===== src/rtl/pipe_hazard_ctrl_pkg.sv =====
// Shared types and constants for the pipeline hazard controller.
package hazard_pkg;

    typedef enum logic {
        HZ_RUN        = 1'b0,
        HZ_LOAD_STALL = 1'b1
    } hz_state_t;

    localparam logic [1:0] FWD_NONE = 2'b00;
    localparam logic [1:0] FWD_WB   = 2'b01;
    localparam logic [1:0] FWD_MEM  = 2'b10;

    // Width of a register-file select; a single file still needs one bit.
    function automatic int rfWidth(input int numRf);
        return (numRf > 1) ? $clog2(numRf) : 1;
    endfunction

endpackage


===== src/rtl/pipe_hazard_ctrl_forward_sel.sv =====
// Operand forwarding select for one E-stage source: M result beats W result.
module forward_sel
    import hazard_pkg::*;
#(
    parameter int ADDR_W = 3,
    parameter int RF_W   = 1
) (
    input  logic [ADDR_W-1:0] srcAddr,
    input  logic [RF_W-1:0]   srcFile,
    input  logic              regWriteM,
    input  logic [ADDR_W-1:0] wAddrM,
    input  logic [RF_W-1:0]   wFileM,
    input  logic              regWriteW,
    input  logic [ADDR_W-1:0] wAddrW,
    input  logic [RF_W-1:0]   wFileW,
    output logic [1:0]        fwdSel
);

    logic srcIsZero;
    logic matchM;
    logic matchW;

    // Scalar register 0 is hard-wired, so it can never take a forwarded value.
    assign srcIsZero = (srcAddr == '0) && (srcFile == '0);
    assign matchM    = regWriteM && !srcIsZero && (srcAddr == wAddrM) && (srcFile == wFileM);
    assign matchW    = regWriteW && !srcIsZero && (srcAddr == wAddrW) && (srcFile == wFileW);

    // Priority pick: the younger M-stage result is the most recent value.
    always_comb begin
        fwdSel = FWD_NONE;
        if (matchM) begin
            fwdSel = FWD_MEM;
        end else if (matchW) begin
            fwdSel = FWD_WB;
        end
    end

endmodule


===== src/rtl/pipe_hazard_ctrl.sv =====
// Hazard controller: forwarding, load-use stalls, branch flushes, busy freeze,
// stall-cycle statistics and a sticky busy-timeout flag.
//
//   state          | meaning
//   ---------------+-------------------------------------------------------
//   HZ_RUN         | normal issue; a load-use hazard here starts the stall
//   HZ_LOAD_STALL  | further load-use stall cycles, lcnt cycles remaining
module pipe_hazard_ctrl
    import hazard_pkg::*;
#(
    parameter  int ADDR_W   = 3,
    parameter  int NUM_RF   = 2,
    parameter  int LOAD_LAT = 1,
    parameter  int TIMEOUT  = 255,
    parameter  int CNT_W    = 16,
    localparam int RF_W     = rfWidth(NUM_RF)
) (
    input  logic              clk,
    input  logic              rst_n,
    input  logic [ADDR_W-1:0] RA1D,
    input  logic [ADDR_W-1:0] RA2D,
    input  logic [ADDR_W-1:0] RA1E,
    input  logic [ADDR_W-1:0] RA2E,
    input  logic [RF_W-1:0]   RF1D,
    input  logic [RF_W-1:0]   RF2D,
    input  logic [RF_W-1:0]   RF1E,
    input  logic [RF_W-1:0]   RF2E,
    input  logic [ADDR_W-1:0] WA3E,
    input  logic [ADDR_W-1:0] WA3M,
    input  logic [ADDR_W-1:0] WA3W,
    input  logic [RF_W-1:0]   WF3E,
    input  logic [RF_W-1:0]   WF3M,
    input  logic [RF_W-1:0]   WF3W,
    input  logic              RegWriteM,
    input  logic              RegWriteW,
    input  logic              MemtoRegE,
    input  logic              BranchTakenE,
    input  logic              Busy,
    output logic              StallF,
    output logic              StallD,
    output logic              StallE,
    output logic              StallM,
    output logic              StallW,
    output logic              FlushD,
    output logic              FlushE,
    output logic [1:0]        ForwardAE,
    output logic [1:0]        ForwardBE,
    output logic [CNT_W-1:0]  StallCount,
    output logic              BusyTimeout
);

    localparam int LCNT_W = $clog2(LOAD_LAT + 1);
    localparam int BCNT_W = $clog2(TIMEOUT + 1);
    localparam logic [LCNT_W-1:0] LCNT_START = LCNT_W'(LOAD_LAT - 1);
    localparam logic [BCNT_W-1:0] BCNT_MAX   = BCNT_W'(TIMEOUT);

    hz_state_t          state;
    logic [LCNT_W-1:0]  lcnt;
    logic [BCNT_W-1:0]  bcnt;
    logic [1:0]         fwdA;
    logic [1:0]         fwdB;
    logic               use1;
    logic               use2;
    logic               loadUse;

    forward_sel #(.ADDR_W(ADDR_W), .RF_W(RF_W)) uFwdA (
        .srcAddr   (RA1E),
        .srcFile   (RF1E),
        .regWriteM (RegWriteM),
        .wAddrM    (WA3M),
        .wFileM    (WF3M),
        .regWriteW (RegWriteW),
        .wAddrW    (WA3W),
        .wFileW    (WF3W),
        .fwdSel    (fwdA)
    );

    forward_sel #(.ADDR_W(ADDR_W), .RF_W(RF_W)) uFwdB (
        .srcAddr   (RA2E),
        .srcFile   (RF2E),
        .regWriteM (RegWriteM),
        .wAddrM    (WA3M),
        .wFileM    (WF3M),
        .regWriteW (RegWriteW),
        .wAddrW    (WA3W),
        .wFileW    (WF3W),
        .fwdSel    (fwdB)
    );

    assign ForwardAE = rst_n ? fwdA : FWD_NONE;
    assign ForwardBE = rst_n ? fwdB : FWD_NONE;

    // A load in E whose destination is a D-stage source (never scalar r0).
    assign use1    = (RA1D == WA3E) && (RF1D == WF3E) && !((RA1D == '0) && (RF1D == '0));
    assign use2    = (RA2D == WA3E) && (RF2D == WF3E) && !((RA2D == '0) && (RF2D == '0));
    assign loadUse = MemtoRegE && (use1 || use2);

    // Stall/flush priority: reset, busy freeze, branch, load-use stall.
    always_comb begin
        StallF = 1'b0;
        StallD = 1'b0;
        StallE = 1'b0;
        StallM = 1'b0;
        StallW = 1'b0;
        FlushD = 1'b0;
        FlushE = 1'b0;
        if (!rst_n) begin
            FlushD = 1'b1;
            FlushE = 1'b1;
        end else if (Busy) begin
            StallF = 1'b1;
            StallD = 1'b1;
            StallE = 1'b1;
            StallM = 1'b1;
            StallW = 1'b1;
        end else if (BranchTakenE) begin
            FlushD = 1'b1;
            FlushE = 1'b1;
        end else if ((state == HZ_LOAD_STALL) || loadUse) begin
            StallF = 1'b1;
            StallD = 1'b1;
            FlushE = 1'b1;
        end
    end

    // Load-stall FSM; Busy freezes it, a taken branch aborts any pending stall.
    always_ff @(posedge clk) begin
        if (!rst_n) begin
            state <= HZ_RUN;
            lcnt  <= '0;
        end else if (!Busy) begin
            if (BranchTakenE) begin
                state <= HZ_RUN;
                lcnt  <= '0;
            end else if (state == HZ_LOAD_STALL) begin
                if (lcnt <= LCNT_W'(1)) begin
                    state <= HZ_RUN;
                    lcnt  <= '0;
                end else begin
                    lcnt <= lcnt - LCNT_W'(1);
                end
            end else if (loadUse && (LOAD_LAT > 1)) begin
                state <= HZ_LOAD_STALL;
                lcnt  <= LCNT_START;
            end
        end
    end

    // Consecutive-busy counter with sticky timeout, plus saturating stall count.
    always_ff @(posedge clk) begin
        if (!rst_n) begin
            bcnt        <= '0;
            BusyTimeout <= 1'b0;
            StallCount  <= '0;
        end else begin
            if (!Busy) begin
                bcnt <= '0;
            end else if (bcnt != BCNT_MAX) begin
                bcnt <= bcnt + BCNT_W'(1);
            end
            if (Busy && (bcnt == BCNT_MAX - BCNT_W'(1))) begin
                BusyTimeout <= 1'b1;
            end
            if (StallF && (StallCount != '1)) begin
                StallCount <= StallCount + CNT_W'(1);
            end
        end
    end

endmodule


===== config.mk =====
export PLATFORM = sky130hd
export DESIGN_NAME = pipe_hazard_ctrl
export DESIGN_NICKNAME = d
export VERILOG_FILES = /design/src/rtl/pipe_hazard_ctrl_pkg.sv /design/src/rtl/pipe_hazard_ctrl_forward_sel.sv /design/src/rtl/pipe_hazard_ctrl.sv
export SDC_FILE = /design/constraint.sdc
export NUM_CORES = 1
export LEC_CHECK = 0
export ABC_AREA = 1
export ABC_CLOCK_PERIOD_IN_PS = 1910
export BUFFER_PORTS_ARGS = -buffer_cell sky130_fd_sc_hd__buf_2
export CAP_MARGIN = 20
export CORE_MARGIN = 10
export CORE_UTILIZATION = 35
export CTS_BUF_LIST = sky130_fd_sc_hd__clkbuf_16
export DETAILED_ROUTE_END_ITERATION = 10
export GPL_ROUTABILITY_DRIVEN = 0
export SYNTH_ARGS = -nofsm -noshare
export SYNTH_HDL_FRONTEND = slang
export SYNTH_SLANG_ARGS = --single-unit

===== constraint.sdc =====
create_clock -name clk -period 1.91 [get_ports clk]
set_clock_uncertainty 0.05 [all_clocks]
set_input_delay 0.191 -clock clk [delete_from_list [all_inputs] [get_ports clk]]
set_output_delay 0.191 -clock clk [all_outputs]
set_load 0.01 [all_outputs]

==> metrics.md, run 1 <==
| Metric | Value |
|---|---|
| Mapped Nets | `327` |
| NetSw | `0.000297 W` |
| Core ar. | `0.00517 mm²` |
| Relative slew slack | `0.684` |
| Max FO, Critical Path | `17` |
| Placed inst area | `0.00227 mm²` |
| Slowest cell on crit path | `dfxtp_1` |
| Fin. max-slew vios | `0` |
| Yosys cell types | `33` |
| Port buffer count | `62` |
| WL/cell | `12.0 µm` |
| Cell row count | `26` |
| Clock Sink Count | `25` |
| Critical path capture point type | `register` |
| Status | `finished clean` |
| First-pass DRT Iterations | `4` |
| CP Class | `reg -> reg` |
| Diode count | `0` |
| CTS Buf Count | `3` |
| Layout Cell Area excl Fill | `0.00236 mm²` |
| Most common cell after layout, fill and taps aside | `nand2_1` |
| Hold Vio Cnt, Final | `0` |
| Clock slew at reported path FFs | `0.06 ns` |
| VDD IR max | `0.000264 V` |
| Largest net degree at the start of global routing | `20` |
| Antenna violations before repair | `0` |
| Mapped Cells | `289` |
| Post-route DRC | `0` |
| IO Count | `63` |
| CP peak stage delay | `0.36 ns` |
| Worst Max-Slew Pin Slew | `0.462 ns` |
| Root Driver | `clkbuf_16` |
| Share of layout cells above drive strength 1 | `0.256` |
| H-tree Lvls | `1` |
| Synth top area share | `0.264` |
| Vias after detailed routing | `2003` |
| Via density | `4.76` |
| Die height | `93.6 µm` |
| Switch share | `0.251` |
| Part of the power in the clock network | `0.384` |
| Tmin final | `1.71 ns` |
| Async SR Flop Fraction | `0` |
| Crit path launch type | `register` |
| Hold Crit Class | `in -> reg` |
| Post-synth top area cell | `dfxtp_1` |
| Required time of the critical path | `2.05 ns` |
| Pint | `0.000885 W` |
| DRT antenna net count | `0` |
| Comb pwr share | `0.168` |
| Mapped cell area | `0.00190 mm²` |
| CTS hold repair buffers | `0` |
| Pleak | `1.10 nW` |
| MaxCap Viol Count | `0` |
| Yosys reg bits | `25` |
| Tcrit/Tclk final | `0.897` |
| Top cells by area, synth | `dfxtp_1 26%, nand2_1 13%, inv_1 8.5%` |
| Final setup viols | `0` |
| Final wirelength | `5050 µm` |
| Die area | `0.00877 mm²` |
| Maximum buffer depth of the clock tree | `2` |
| Syn Area/Cell | `6.57 µm²` |
| Number of global-route vias before repair | `1957` |
| Initial Utilization | `0.367` |
| Ys flop type | `dfxtp_1` |
| Nets | `390` |
| First-pass GRT wire length | `8490 µm` |
| PD cells | `501 mW/mm²` |
| Fmax | `0.584 GHz` |
| HPWL Detailed | `4100 µm` |
| Critical path data arrival time | `1.85 ns` |
| Initial DRC Count | `109` |
| Post-route setup slack | `0.197 ns` |
| Clock latency at the later pin of the worst-skew pair | `0.26 ns` |
| Pre-CTS setup slack | `0.163 ns` |
| Sequential cell area fraction in the yosys report | `0.264` |
| Yosys synthesis warning count | `0` |
| Chip width | `93.6 µm` |
| CTS tree | `done` |
| Area growth, synth to finish | `24.3%` |
| Commonest non-fill, non-tap cells in the layout | `65 x nand2_1, 62 x buf_2, 44 x inv_1, 26 x nor2_1, 26 x nand3_1` |
| Power share of the sequential group | `0.448` |
| Post-synth EDFFs | `0` |
| CP cell instances | `ha_1 -> inv_1 -> nor2_2 -> nand2_2 -> nor2_4 -> nand3_4 -> nand2_8 -> nand2_1 -> a21oi_2` |
| Gr ovfl total | `0` |
| GRT Total Usage | `0.114` |
synth_stat cells (3+ instances only):
library cell and instances:
a21oi_1 16, dfxtp_1 25, xnor2_1 7, nand3_1 26, nor2_1 26, a221oi_1 3, buf_4 4, a21oi_2 10
o21ai_0 4, nand2_1 65, nand4_1 5, o22ai_1 5, nor3_1 9, ha_1 3, inv_1 43, xor2_1 15
stage by stage:
step	utilization	cells	power, W	setup TNS, ns	hold slack, ns
floorplan	-	289	0.000660	0	0.311
global placement	0.439	417	0.000736	0	0.393
detailed placement	0.439	417	0.000738	0	0.422
CTS	0.455	421	0.00120	0	0.201
global route	0.456	421	0.00125	-0.00375	0.229
finish	0.456	421	0.00118	0	0.204
area by class of cell:
cell class	count	area, µm²
timing repair buffer	66	340
multi-input combinational	211	1180
clock buffer	3	75.1
sequential	25	500
tap	70	87.6
fill	539	2810
clock inverter	1	3.75
inverter	45	169
timing repair:
item	4_1_cts	5_1_grt
setup buffers	0	0
gates resized for setup	0	1
setup endpoints to repair	0	10
cell families after synthesis:
family	after synthesis	synth area share
fa+ha+maj	3	0.0198
buf+inv	53	0.117
compound gates	42	0.147
xor+xnor	22	0.102
simple gates	144	0.351
flops	25	0.264
power by group through the flow:
stage	clock network [W]	registers, W	logic (W)
floorplan	0	0.000543	0.000117
global placement	0	0.000541	0.000195
detailed placement	0	0.000542	0.000197
CTS	0.000471	0.000530	0.000198
global route	0.000493	0.000530	0.000226
finish	0.000453	0.000530	0.000198
worst max-delay path, delay by kind of cell (launching register included):
family                     cells  cell delay [ns]
and+or+nand+nor                6             0.86
buffers and inverters          1             0.06
DFF                            1             0.36
adders and majority gates      1             0.22
AOI/OAI and AO/OA              1             0.11
path summary, 6_finish.rpt:
| path | startpoint | to | slack (ns) | cells past startpoint |
|---|---|---|---|---|
| worst min register to register | bcnt[0]$_SDFFE_PN0P_ | bcnt[0]$_SDFFE_PN0P_ | 0.43 | 1 |
| worst min-delay path | Busy | BusyTimeout$_SDFFE_PN0P_ | 0.20 | 3 |
| worst max-delay path | StallCount[1]$_SDFFE_PN0P_ | StallCount[2]$_SDFFE_PN0P_ | 0.20 | 9 |
| worst max register to register | StallCount[1]$_SDFFE_PN0P_ | StallCount[2]$_SDFFE_PN0P_ | 0.20 | 9 |
sequential cells by signal, summed over array words and instances, names as in the netlist:
signal       flops
bcnt             8
BusyTimeout      1
StallCount      16
layer usage:
| layer | track usage | wire length, µm | vias up |
|---|---|---|---|
| li1 | - | - | 1065 |
| met2 | 0.188 | 2310 | 61 |
| met4 | 0.0494 | 106 | 0 |
| met5 | 0 | 0 | - |
| met3 | 0.0232 | 278 | 9 |
| met1 | 0.140 | 2350 | 868 |
Power figures use the tool's default switching activity.
==> inputs of run 2 (changes only) <==
- REMOVE_ABC_BUFFERS: not set -> 1
==> metrics.md, run 2 (synthesis gave the netlist of run 1 again) <==
| Metric | Value |
|---|---|
| Worst reg2reg path endpoint | `StallCount[13]$_SDFFE_PN0P_` |
| Area of the multi-input gates | `0.00118 mm²` |
| Post-route DRC | `0` |
| Antenna violations before repair | `0` |
| Final setup viols | `0` |
| Grt met2 use | `0.179` |
| Cell row count | `26` |
| Worst Max-Slew Pin Slew | `0.365 ns` |
| Maximum buffer depth of the clock tree | `2` |
| Pleak | `1.12 nW` |
| Power Total | `0.00119 W` |
| Commonest non-fill, non-tap cells in the layout | `65 x nand2_1, 62 x buf_2, 43 x inv_1, 26 x nor2_1, 26 x nand3_1` |
| Clock slew at reported path FFs | `0.07 ns` |
| Hold Vio Cnt, Final | `0` |
| Gr ovfl total | `0` |
| Port buffer count | `62` |
| WL/cell | `12.2 µm` |
| Delay-heaviest family, CP | `simple AND/OR/NAND/NOR gates` |
| CTS hold repair buffers | `0` |
| Global routing's busiest layer | `met2` |
| IO Count | `63` |
| Via density | `4.65` |
| RSZ-0062 raised after global routing | `no` |
| Initial Utilization | `0.367` |
| Reg area | `500 µm²` |
| Vias after detailed routing | `1973` |
| Critical path data arrival time | `1.79 ns` |
| Max FFs per register | `16` |
| Crit path launch type | `register` |
| Tmin final | `1.65 ns` |
| First-pass DRT Iterations | `4` |
| Die area | `0.00877 mm²` |
| Critical path capture point type | `register` |
| Root Driver | `clkbuf_16` |
| Fillers | `545` |
| CP Class | `reg -> reg` |
| CP peak stage delay | `0.38 ns` |
| Fin. max-slew vios | `0` |
| Worst Hold End | `BusyTimeout$_SDFFE_PN0P_` |
| Status | `finished clean` |
| VDD IR max | `0.000307 V` |
| Global-route track usage on met1 | `0.147` |
| CP cell instances | `ha_1 -> inv_1 -> nor2_2 -> nand2_2 -> nor2_4 -> nand3_4 -> nand2_8 -> nand2_1 -> a21oi_1` |
| Reg-to-reg slack, setup | `0.26 ns` |
| Largest net degree at the start of global routing | `20` |
| H-tree Lvls | `1` |
| Area growth, synth to finish | `26.2%` |
| Number of global-route vias before repair | `1946` |
| Initial DRC Count | `86` |
| Tcrit/Tclk final | `0.866` |
| Clock latency at the later pin of the worst-skew pair | `0.26 ns` |
| Relative slew slack | `0.750` |
| Final wirelength | `5180 µm` |
| Top flop regs | `StallCount: 16 flops, bcnt: 8 flops, BusyTimeout: 1 flops` |
| Post-route setup slack | `0.256 ns` |
| PD cells | `498 mW/mm²` |
| MaxCap Viol Count | `0` |
| Chip width | `93.6 µm` |
| First-pass GRT wire length | `8630 µm` |
| R2r worst-path depth | `9` |
| Required time of the critical path | `2.04 ns` |
| GRT Total Usage | `0.114` |
| Clock Sink Count | `25` |
| WP buf/inv | `1` |
| Pre-CTS setup slack | `0.120 ns` |
| Routing usage on met3 | `0.0360` |
| RR Startpoint | `StallCount[1]$_SDFFE_PN0P_` |
| Share of layout cells above drive strength 1 | `0.266` |
| Most common cell after layout, fill and taps aside | `nand2_1` |
| HPWL Detailed | `4170 µm` |
| Slowest cell on crit path | `dfxtp_1` |
| Die height | `93.6 µm` |
| Largest register by flop count | `StallCount` |
| Hold depth | `3` |
| Fmax | `0.604 GHz` |
| Core ar. | `0.00517 mm²` |
| CTS Buf Count | `3` |
| Max FO, Critical Path | `16` |
| Hold Crit Start | `Busy` |
| Diode count | `0` |
| Setup TNS | `0 ns` |
| CTS tree | `done` |
| Hold Crit Class | `in -> reg` |
| Nets | `393` |
| DRT antenna net count | `0` |
==> run 2: cell count changes in the layout (fill, tap and decap cells not counted) <==
cell and change:
buf_4 +2, inv_1 -1, clkinv_2 +1, buf_12 +1
==> run 2: layer usage <==
metal  vias up  share of wire
met3         4          0.083
met2        55           0.42
met1       846           0.49
met5         -              0
li1       1068              -
met4         0         0.0093
==> run 2: metrics by stage <==
step / area (µm²) / hold WS, ns / util / std cells
2_1_floorplan: 1840 / 0.311 / - / 281
3_3_place_gp: 2280 / 0.392 / 0.441 / 418
3_5_place_dp: 2280 / 0.393 / 0.441 / 418
4_1_cts: 2360 / 0.171 / 0.456 / 422
5_1_grt: 2400 / 0.201 / 0.463 / 424
6_report: 2400 / 0.176 / 0.463 / 424
==> run 2: worst max path at each step <==
stage	startpoint	to	slack, ns	cells after the start
finish	StallCount[1]$_SDFFE_PN0P_	StallCount[13]$_SDFFE_PN0P_	0.26	9
floorplan	StallCount[0]$_SDFFE_PN0P_	StallCount[0]$_SDFFE_PN0P_	0.19	9
global route	StallCount[1]$_SDFFE_PN0P_	StallCount[13]$_SDFFE_PN0P_	0.08	9
global placement	StallCount[8]$_SDFFE_PN0P_	StallCount[1]$_SDFFE_PN0P_	0.23	10
detailed placement	StallCount[1]$_SDFFE_PN0P_	StallCount[13]$_SDFFE_PN0P_	0.12	9
CTS	StallCount[1]$_SDFFE_PN0P_	StallCount[13]$_SDFFE_PN0P_	0.1	9
==> run 2: timing repair <==
item / CTS / global route
endpoints found under the hold margin: 0 / 0
endpoints found under the setup margin: 0 / 16
setup buffers: 0 / 2
resized for setup: 0 / 1
==> run 2: power by group <==
group	internal (W)	switching [W]
clock network	0.000282	0.000182
registers	0.000526	0.00000397
logic	0.0000793	0.000120
==> run 2: final cells by class <==
class | count | share of cell area
clock buffers | 3 | 0.0313
clock inverters | 1 | 0.00209
inverters | 45 | 0.0705
multi-input cells | 211 | 0.494
flip-flops and latches | 25 | 0.209
well taps | 70 | 0.0366
repair buffers | 69 | 0.157
==> run 2: worst min-delay path, delay by kind of cell <==
kind                   cells  cell delay [ns]
buffers and inverters      1             0.10
AOI/OAI and AO/OA          1             0.05
and+or+nand+nor            1             0.08
==> inputs of run 3 (changes only) <==
- CORE_ASPECT_RATIO: not set -> 2
- TNS_END_PERCENT: not set -> 30
==> metrics.md, run 3 (synthesis gave the netlist of run 1 again) <==
| Metric | Value |
|---|---|
| Postcts setup bufs | `0` |
| Power Total | `0.00121 W` |
| Largest net degree at the start of global routing | `20` |
| Max FFs per register | `16` |
| Commonest non-fill, non-tap cells in the layout | `65 x nand2_1, 62 x buf_2, 43 x inv_1, 26 x nor2_1, 26 x nand3_1` |
| Antenna violations before repair | `0` |
| Critical path capture point type | `register` |
| Largest register by flop count | `StallCount` |
| PD cells | `508 mW/mm²` |
| Die area | `0.00895 mm²` |
| Clock Sink Count | `25` |
| R2r worst-path depth | `9` |
| Status | `finished clean` |
| WL/cell | `13.7 µm` |
| Critical path data arrival time | `1.80 ns` |
| CP peak stage delay | `0.37 ns` |
| Setup TNS | `0 ns` |
| Hold Crit Class | `in -> reg` |
| Diode count | `0` |
| Most common cell after layout, fill and taps aside | `nand2_1` |
| Die height | `124 µm` |
| Fmax | `0.586 GHz` |
| HPWL Detailed | `4720 µm` |
| Crit path launch type | `register` |
| Chip width | `72.1 µm` |
| Post-route DRC | `0` |
| First-pass GRT wire length | `9340 µm` |
| H-tree Lvls | `1` |
| First-pass DRT Iterations | `4` |
| Cts repair resizes | `0` |
| Relative slew slack | `0.762` |
| VDD IR max | `0.000320 V` |
| Top flop regs | `StallCount: 16 flops, bcnt: 8 flops, BusyTimeout: 1 flops` |
| Gr ovfl total | `0` |
| Clock latency at the later pin of the worst-skew pair | `0.26 ns` |
| Worst reg2reg path endpoint | `StallCount[0]$_SDFFE_PN0P_` |
| GRT Total Usage | `0.128` |
| MaxCap Viol Count | `0` |
| Reg-to-reg slack, setup | `0.20 ns` |
| Tcrit/Tclk final | `0.894` |
| Final wirelength | `5670 µm` |
| Clock slew at reported path FFs | `0.07 ns` |
| Max FO, Critical Path | `13` |
| Core ar. | `0.00518 mm²` |
| Initial Utilization | `0.366` |
| Delay-heaviest family, CP | `simple AND/OR/NAND/NOR gates` |
| Pleak | `1.12 nW` |
| DRT antenna net count | `0` |
| Initial DRC Count | `46` |
| Final setup viols | `0` |
| Slowest cell on crit path | `dfxtp_1` |
| Share of layout cells above drive strength 1 | `0.268` |
| Cell row count | `37` |
| Tmin final | `1.71 ns` |
| Area growth, synth to finish | `25.2%` |
| CP Class | `reg -> reg` |
| CTS Buf Count | `3` |
| Vias after detailed routing | `2057` |
| Hold Vio Cnt, Final | `0` |
| Worst Max-Slew Pin Slew | `0.347 ns` |
| CP cell instances | `ha_1 -> inv_1 -> nor2_2 -> nand2_2 -> nor2_4 -> nand3_4 -> buf_4 -> nand3_1 -> a21oi_2` |
| WP buf/inv | `2` |
| Worst Hold End | `BusyTimeout$_SDFFE_PN0P_` |
| Port buffer count | `62` |
| Root Driver | `clkbuf_16` |
| Hold depth | `3` |
| CTS tree | `done` |
| Nets | `394` |
| RSZ-0062 raised after global routing | `no` |
| Maximum buffer depth of the clock tree | `2` |
| Fillers | `554` |
| RR Startpoint | `StallCount[1]$_SDFFE_PN0P_` |
| Hold Crit Start | `Busy` |
| Number of global-route vias before repair | `2173` |
| CTS hold repair buffers | `0` |
| Via density | `4.98` |
| IO Count | `63` |
| Required time of the critical path | `2.00 ns` |
| Fin. max-slew vios | `0` |
run 3: metrics by stage:
step / cells / util / setup WS (ns) / instance area, µm² / hold slack [ns]
global route: 413 / 0.458 / 0.0248 / 2380 / 0.174
finish: 413 / 0.458 / 0.202 / 2380 / 0.168
CTS: 413 / 0.457 / 0.178 / 2370 / 0.164
floorplan: 281 / - / 0.192 / 1840 / 0.311
detailed placement: 409 / 0.441 / 0.194 / 2290 / 0.395
global placement: 409 / 0.441 / 0.254 / 2290 / 0.386
run 3: worst min-delay path, delay by kind of cell:
kind            cells  cell delay [ns]
buf+inv             1             0.10
simple gates        1             0.08
compound gates      1             0.05
run 3: layout make-up:
class	instances	area [µm²]	area share
clock inverter	1	5.00	0.00211
sequential	25	500	0.211
timing repair buffer	70	370	0.156
inverter	45	169	0.0711
multi-input combinational	211	1180	0.498
clock buffer	3	75.1	0.0316
tap	58	72.6	0.0305
run 3: metal layers:
layer,share of wire,vias to the layer above,global-route usage
met3,0.072,8,0.0334
met4,0.025,0,0.0681
met1,0.37,914,0.116
met2,0.53,63,0.247
met5,0,-,0
li1,-,1072,-
run 3: how the worst max path moves through the flow:
stage	from	endpoint	slack (ns)	depth (start not counted)
final	StallCount[1]$_SDFFE_PN0P_	StallCount[0]$_SDFFE_PN0P_	0.20	9
after global routing	StallCount[1]$_SDFFE_PN0P_	StallCount[0]$_SDFFE_PN0P_	0.02	9
after CTS	StallCount[1]$_SDFFE_PN0P_	StallCount[12]$_SDFFE_PN0P_	0.18	9
after detailed placement	StallCount[1]$_SDFFE_PN0P_	StallCount[12]$_SDFFE_PN0P_	0.19	9
after global placement	StallCount[8]$_SDFFE_PN0P_	StallCount[6]$_SDFFE_PN0P_	0.25	10
after floorplan	StallCount[0]$_SDFFE_PN0P_	StallCount[0]$_SDFFE_PN0P_	0.19	9
run 3: where the power goes:
part           internal, W  switching, W
combinational    0.0000795      0.000123
sequential        0.000526    0.00000385
clock             0.000282      0.000192
